--- src/rtl/lut_1596_arb.sv ---
// lut_1596_arb: two-port round-robin arbiter in front of the shared lut_1596 decoder.
// Optional self-test sweep over all 16 codes is built only when LUT_SWEEP_EN is defined.
`ifndef Aone
`define Aone 4'd3
`endif
`ifndef Bone
`define Bone 4'd9
`endif
`ifndef Cone
`define Cone 4'd12
`endif

module lut_1596_arb #(
    parameter int HIT_W = 5
) (
    input  logic             clk,
    input  logic             rst,
    input  logic             req0_valid,
    input  logic [3:0]       req0_x,
    output logic             req0_ready,
    output logic             rsp0_valid,
    output logic             rsp0_y,
    input  logic             req1_valid,
    input  logic [3:0]       req1_x,
    output logic             req1_ready,
    output logic             rsp1_valid,
    output logic             rsp1_y,
    input  logic             sweep_start,
    output logic             sweep_busy,
    output logic             sweep_done,
    output logic [HIT_W-1:0] sweep_hits
);

    localparam logic [0:0] IDLE  = 1'b0;
    localparam logic [0:0] SWEEP = 1'b1;

    // Port granted most recently; reset value 1 makes port 0 win the first tie.
    logic       last_grant;
    logic       blocked;
    logic       grant0;
    logic       grant1;
    logic [3:0] lut_x;
    logic       lut_y;

    function automatic logic [HIT_W-1:0] next_hits(input logic [HIT_W-1:0] cnt, input logic hit);
        return cnt + {{(HIT_W-1){1'b0}}, hit};
    endfunction

`ifdef LUT_SWEEP_EN
    logic [0:0]       state;
    logic [3:0]       idx;
    logic [HIT_W-1:0] hit_cnt;

    // A start sampled in IDLE already steals the decoder for this cycle.
    assign blocked    = (state == SWEEP) || sweep_start;
    assign lut_x      = (state == SWEEP) ? idx : (grant1 ? req1_x : req0_x);
    assign sweep_busy = (state == SWEEP);

    always_ff @(posedge clk or posedge rst) begin
        if (rst) begin
            state      <= IDLE;
            idx        <= 4'd0;
            hit_cnt    <= '0;
            sweep_done <= 1'b0;
            sweep_hits <= '0;
        end else begin
            sweep_done <= 1'b0;
            if (state == IDLE) begin
                if (sweep_start) begin
                    state   <= SWEEP;
                    idx     <= 4'd0;
                    hit_cnt <= '0;
                end
            end else begin
                idx     <= idx + 4'd1;
                hit_cnt <= next_hits(hit_cnt, lut_y);
                if (idx == 4'd15) begin
                    state      <= IDLE;
                    sweep_done <= 1'b1;
                    sweep_hits <= next_hits(hit_cnt, lut_y);
                end
            end
        end
    end
`else
    logic unused_sweep_start;

    assign unused_sweep_start = sweep_start;
    assign blocked    = 1'b0;
    assign lut_x      = grant1 ? req1_x : req0_x;
    assign sweep_busy = 1'b0;
    assign sweep_done = 1'b0;
    assign sweep_hits = '0;
`endif

    assign grant0     = !blocked && req0_valid && (!req1_valid || last_grant);
    assign grant1     = !blocked && req1_valid && (!req0_valid || !last_grant);
    assign req0_ready = grant0;
    assign req1_ready = grant1;

    lut_1596 u_lut (
        .x (lut_x),
        .y (lut_y)
    );

    // Response stage: result of this cycle's accepted lookup, visible next cycle.
    always_ff @(posedge clk or posedge rst) begin
        if (rst) begin
            last_grant <= 1'b1;
            rsp0_valid <= 1'b0;
            rsp1_valid <= 1'b0;
            rsp0_y     <= 1'b0;
            rsp1_y     <= 1'b0;
        end else begin
            rsp0_valid <= grant0;
            rsp1_valid <= grant1;
            if (grant0) begin
                rsp0_y     <= lut_y;
                last_grant <= 1'b0;
            end
            if (grant1) begin
                rsp1_y     <= lut_y;
                last_grant <= 1'b1;
            end
        end
    end

endmodule

// Shared 4-bit decoder: y is 1 for the three codes of the hit set.
module lut_1596 (
    input  logic [3:0] x,
    output logic       y
);
    assign y = (x == `Aone) || (x == `Bone) || (x == `Cone);
endmodule

--- config.mk ---
export PLATFORM = sky130hd
export DESIGN_NAME = lut_1596_arb
export DESIGN_NICKNAME = d
export VERILOG_FILES = /design/src/rtl/lut_1596_arb.sv
export SDC_FILE = /design/constraint.sdc
export NUM_CORES = 1
export LEC_CHECK = 0
export ABC_AREA = 1
export BUFFER_PORTS_ARGS = -buffer_cell sky130_fd_sc_hd__buf_2
export CORE_AREA = 2 2 39 41
export DETAILED_ROUTE_END_ITERATION = 12
export DIE_AREA = 0 0 41 43
export SYNTH_ARGS = -nofsm -noshare
export SYNTH_HDL_FRONTEND = slang
export SYNTH_SLANG_ARGS = --single-unit
--- constraint.sdc ---
create_clock -name clk -period 1.03 [get_ports clk]
set_input_delay 0.206 -clock clk [delete_from_list [all_inputs] [get_ports clk]]
set_output_delay 0.206 -clock clk [all_outputs]
set_load 0.05 [all_outputs]
-- After elaboration in Yosys (flattened, before gate mapping)
Cells that the tools add are included.
- equal/unequal tests: 3
- div/mod/pow operators: 0
- $mul: 0
- multiplexer cells: 3
- reductions and logical operators: 10
- bitwise gates (word level): 0
- add/sub/neg operators: 0
- shift-type cells: 0
- magnitude comparators: 0
- operators by type and width (cell ; count):
    == test 4 bit, second input constant ; 2
    == test 4 x 2 -> 1 bit, second input constant ; 1
    logical OR 1 bit ; 4
    two-way mux 4 bit ; 1
    logical NOT 1 bit ; 3
    logical AND 1 bit ; 2
    two-way mux 1 bit ; 2
    nonzero test 2 bit ; 1
- output and inout bits: 13
- logic and storage cells: 21
- memory bits (writable): 0
- bits in latches: 0
- register bits after elaboration: 5
- memories kept: 0
- ROM bits: 0

-- Longest topological paths before layout
- depth after elaboration: 7
- depth in mapped cells: 5
- mapped depth without buffers: 5

-- Cells and area by module
From an unflattened synthesis, not the netlist that was laid out.
- cells, all modules: 54
- area, all modules: 356.6 µm²
- modules (own cells, without submodules) (module ; seq. area each (µm²) ; cells each ; area an instance (µm²) ; instances):
    lut_1596_arb ; 126.4 ; 40 ; 295.3 ; 1
    lut_1596 ; 0.0 ; 14 ; 61.3 ; 1

-- Worst setup path after synthesis
Ideal clock, no wire load.
- path type: register to register
- from: reg last_grant
- to: reg rsp0_y
- library setup time: 136 ps
- required time: 894 ps
- arrival: 1045 ps
- cell stages (with the launch flop): 4
- slack: -151 ps
- cell sequence: dfstp_2 > inv_2 > a21boi_4 > a21oi_2
- elaborated cells on any way between the ends: 11
- those cells by class: 3 x eq/ne; 1 x mux; 7 x reduce/logical
- RTL lines (what ; RTL line ; RTL):
    start, declared ; 38 ; logic last_grant;
    start signal, assigned ; 109 ; last_grant <= 1'b1;
    start signal, assigned ; 119 ; last_grant <= 1'b0;
    start signal, assigned ; 123 ; last_grant <= 1'b1;
    logical OR 1 bit ; 96 ; assign grant0 = !blocked && req0_valid && (!req1_valid || last_grant);
    logical AND 1 bit ; 96 ;
    named net req0_ready ; 20 ; output logic req0_ready,
    end signal, assigned ; 118 ; rsp0_y <= lut_y;
    end, declared ; 22 ; output logic rsp0_y,
The timed path passes the listed nets, and every way through them passes these cells.
A chain may end at the register's enable or synchronous reset.

-- Worst setup path in the final report
- from: reg last_grant
- to: out req1_ready
- longest elaborated chain between the ends: 3
- RTL lines (what ; RTL line ; RTL):
    logical NOT 1 bit ; 97 ; assign grant1 = !blocked && req1_valid && (!req0_valid || !last_grant);
    logical OR 1 bit ; 97 ;
    logical AND 1 bit ; 97 ;
    end, declared ; 25 ; output logic req1_ready,
Every way passes these cells.

==> results by group <==
Outcome
  – Status: finished with violations
  – Failing checks: setup timing

Global route
  – Total GRT Usage: under 10%
  – First-pass GRT wire length: about 900 um
  – Largest net degree at the start of global routing: 6
  – Vias in the first global route: 244
  – Initial antenna violation count: 0
  – GR Overflow Total: 0

Yosys
  – Asr flop ratio synth: 100.0%
  – Post-synth top flop: dfrtp_1
  – Mapped Avg Cell Area: 8.373 sq um
  – Post-synthesis sequential area ratio: 38.70%
  – Synth Cell Area: between 300 and 400 sq um
  – Seq cells post-synth: 5
  – Unique masters post-synth: 18
  – Synth top cells by count: 7 x buf_4, 7 x nand2_1, 4 x dfrtp_1, 3 x inv_1, 3 x nor2_1
  – Synth area leaders: dfrtp_1 31%, buf_4 16%, dfstp_2 8.0%
  – Cells after synthesis: 39
  – Area share of the largest cell type after synthesis: 30.65%
  – Yosys warnings: 0
  – Post-synth EDFFs: 0
  – Largest area contributor in the netlist: dfrtp_1

Timing
  – Min cycle time layout: ~1.3 ns
  – Max Clock Freq: 0.7522 GHz
  – Final WS setup: -0.2994 ns
  – Final period util: 129.1%
  – Final hold violation count: 0
  – Setup Viol. Count Final: 5
  – Max-slew violations: 0
  – Clock Skew: 0.004439 ns
  – RSZ-0062 raised after global routing: yes
  – Setup TNS: -0.7068 ns

Route
  – DR vias: approximately 300
  – Drt first-iter violations: 3
  – DRC violations left: 0
  – Via/cell ratio: 3.759
  – Antenna Nets Post-Route: 0
  – DRT Wirelength: 625 um
  – Wire per inst: 7.911 um
  – Pre-Repair DR Iteration Count: 2

Placed design
  – Gpl congestion: 0.5988
  – Post-DP HPWL: 536.1 um
  – I/O Buffers: 17
  – Worst slack at placement: -0.1269 ns
  – Dpl cells: 74

Power
  – PD cells: 1592 nW/um^2
  – Max IR drop VDD: 451.0 uV
  – Leakage: 0.2730 nW

Job
  – Max-cap violations: 0

Clock network
  – Maximum clock insertion buffer count: 2
  – Clock tree sinks: 5
  – Htree depth: 1
  – Setup Buffers After CTS: 0
  – CTS tree: done
  – Root Buffer: clkbuf_4
  – Clock Pin Slew Worst Setup and Hold Paths: about 0.040 ns
  – Skew-Pair Late Insertion Delay: between 0.2 and 0.25 ns
  – Number of buffers created by CTS: 3

Finish
  – Post-Layout Cell Count: between 70 and 80
  – Antenna cells: 0
  – Multi-input combinational cell area: between 150 and 200 sq um
  – Fill cells: 150
  – Core Util, Final: 35.71%
  – # nets final: 77
  – Share of layout cells above drive strength 1: 50.79%
  – Register Area: 126.4 sq um
  – Layout area overhead: 51.34%

Worst setup path
  – Crit path launch type: register
  – WS Path Type: register to output pin
  – Crit end category: output pin
  – Crit Path Max Fanout: 2
  – Critical Path AT: 1.12 ns
  – CP Data Required Time: 0.82 ns

Floorplanning
  – Core area: ~1400 sq um
  – Initial Utilization: 23.60%
  – Die Y: 43 um
  – I/O Pins: 26
  – Die Wd: 41 um
  – DIE AREA: 1763 sq um
  – FP Rows: 14

Min path
  – Worst hold path type: primary input to register
[final timing paths]
check	start	end	slack [ns]	cells after the start
worst min register to register	rsp1_y$_DFFE_PP0N_	rsp1_y$_DFFE_PP0N_	0.51	2
max in group asynchronous	rst	last_grant$_DFFE_PP1P_	0.38	3
min in group asynchronous	rst	rsp0_valid$_DFF_PP0_	0.41	3
worst max register to register	last_grant$_DFFE_PP1P_	rsp1_y$_DFFE_PP0N_	-0.06	6
worst max-delay path	last_grant$_DFFE_PP1P_	req1_ready	-0.30	4
worst min-delay path	req1_x[0]	rsp1_y$_DFFE_PP0N_	0.26	3
[state kept, by name, indices dropped and copies added, names as in the netlist]
| name | flops |
|---|---|
| rsp1_valid | 1 |
| last_grant | 1 |
| rsp0_valid | 1 |
| rsp0_y | 1 |
| rsp1_y | 1 |
[final cells by class]
type                            count  area share [%]
Inverter                            5           4.810
Sequential cell                     5           25.57
Clock buffer                        4           5.316
Timing Repair Buffer               21           29.87
Tap cell                           16           4.051
Multi-Input combinational cell     28           30.38
[power breakdown]
| part | switching (mW) | internal, mW |
|---|---|---|
| Sequential | 0.0154 | 0.226 |
| Combinational | 0.220 | 0.106 |
| Clock | 0.0730 | 0.146 |
| Total | 0.309 | 0.478 |
[layer usage]
metal	vias up	share of wire, %	global-route usage, %
met1	129	36	7.516
met3	0	14	3.141
met4	0	0	8.000
met5	-	0	0
met2	16	51	11.88
li1	152	-	-
[worst max-delay path: stages (launching register included)]
cell	delay, ns
dfstp_2	0.53
nand2_1	0.06
nand2_2	0.09
clkinv_4	0.06
buf_6	0.14
[per-stage QoR]
step	power, mW	cell area [sq um]	hold WS [ns]
2_1_floorplan	0.4786	352.8	-0.01621
3_3_place_gp	0.5320	427.9	0.1057
3_5_place_dp	0.5372	427.9	0.1085
4_1_cts	0.7868	481.7	0.2484
5_1_grt	0.8335	494.2	0.2676
6_report	0.7866	494.2	0.2551
[repair_timing]
action,4_1_cts,5_1_grt
cloned,0,0
hold buffers,1,0
gates resized for setup,6,6
setup endpoints to repair,6,9
endpoints found under the hold margin,4,0
[logic make-up after synthesis]
family | Yosys count | share of synthesized area, %
DFF | 5 | 38.70
and+or+nand+nor | 15 | 20.31
buffers and inverters | 12 | 22.22
AOI/OAI and AO/OA | 6 | 17.63
other | 1 | 1.148
[cell usage in the layout, fill, tap and decap left out, drive strengths merged]
cell and count:
buf 20, nand2 8, conb 7, dfrtp 4, inv 4, nor2 4, clkbuf 4, o21ai 3
nand3 2, clkinv 1, a21boi 1, or2 1, o21bai 1, a21oi 1, dlygate4sd3 1, dfstp 1
No activity file was read; power rests on OpenSTA's default activity.
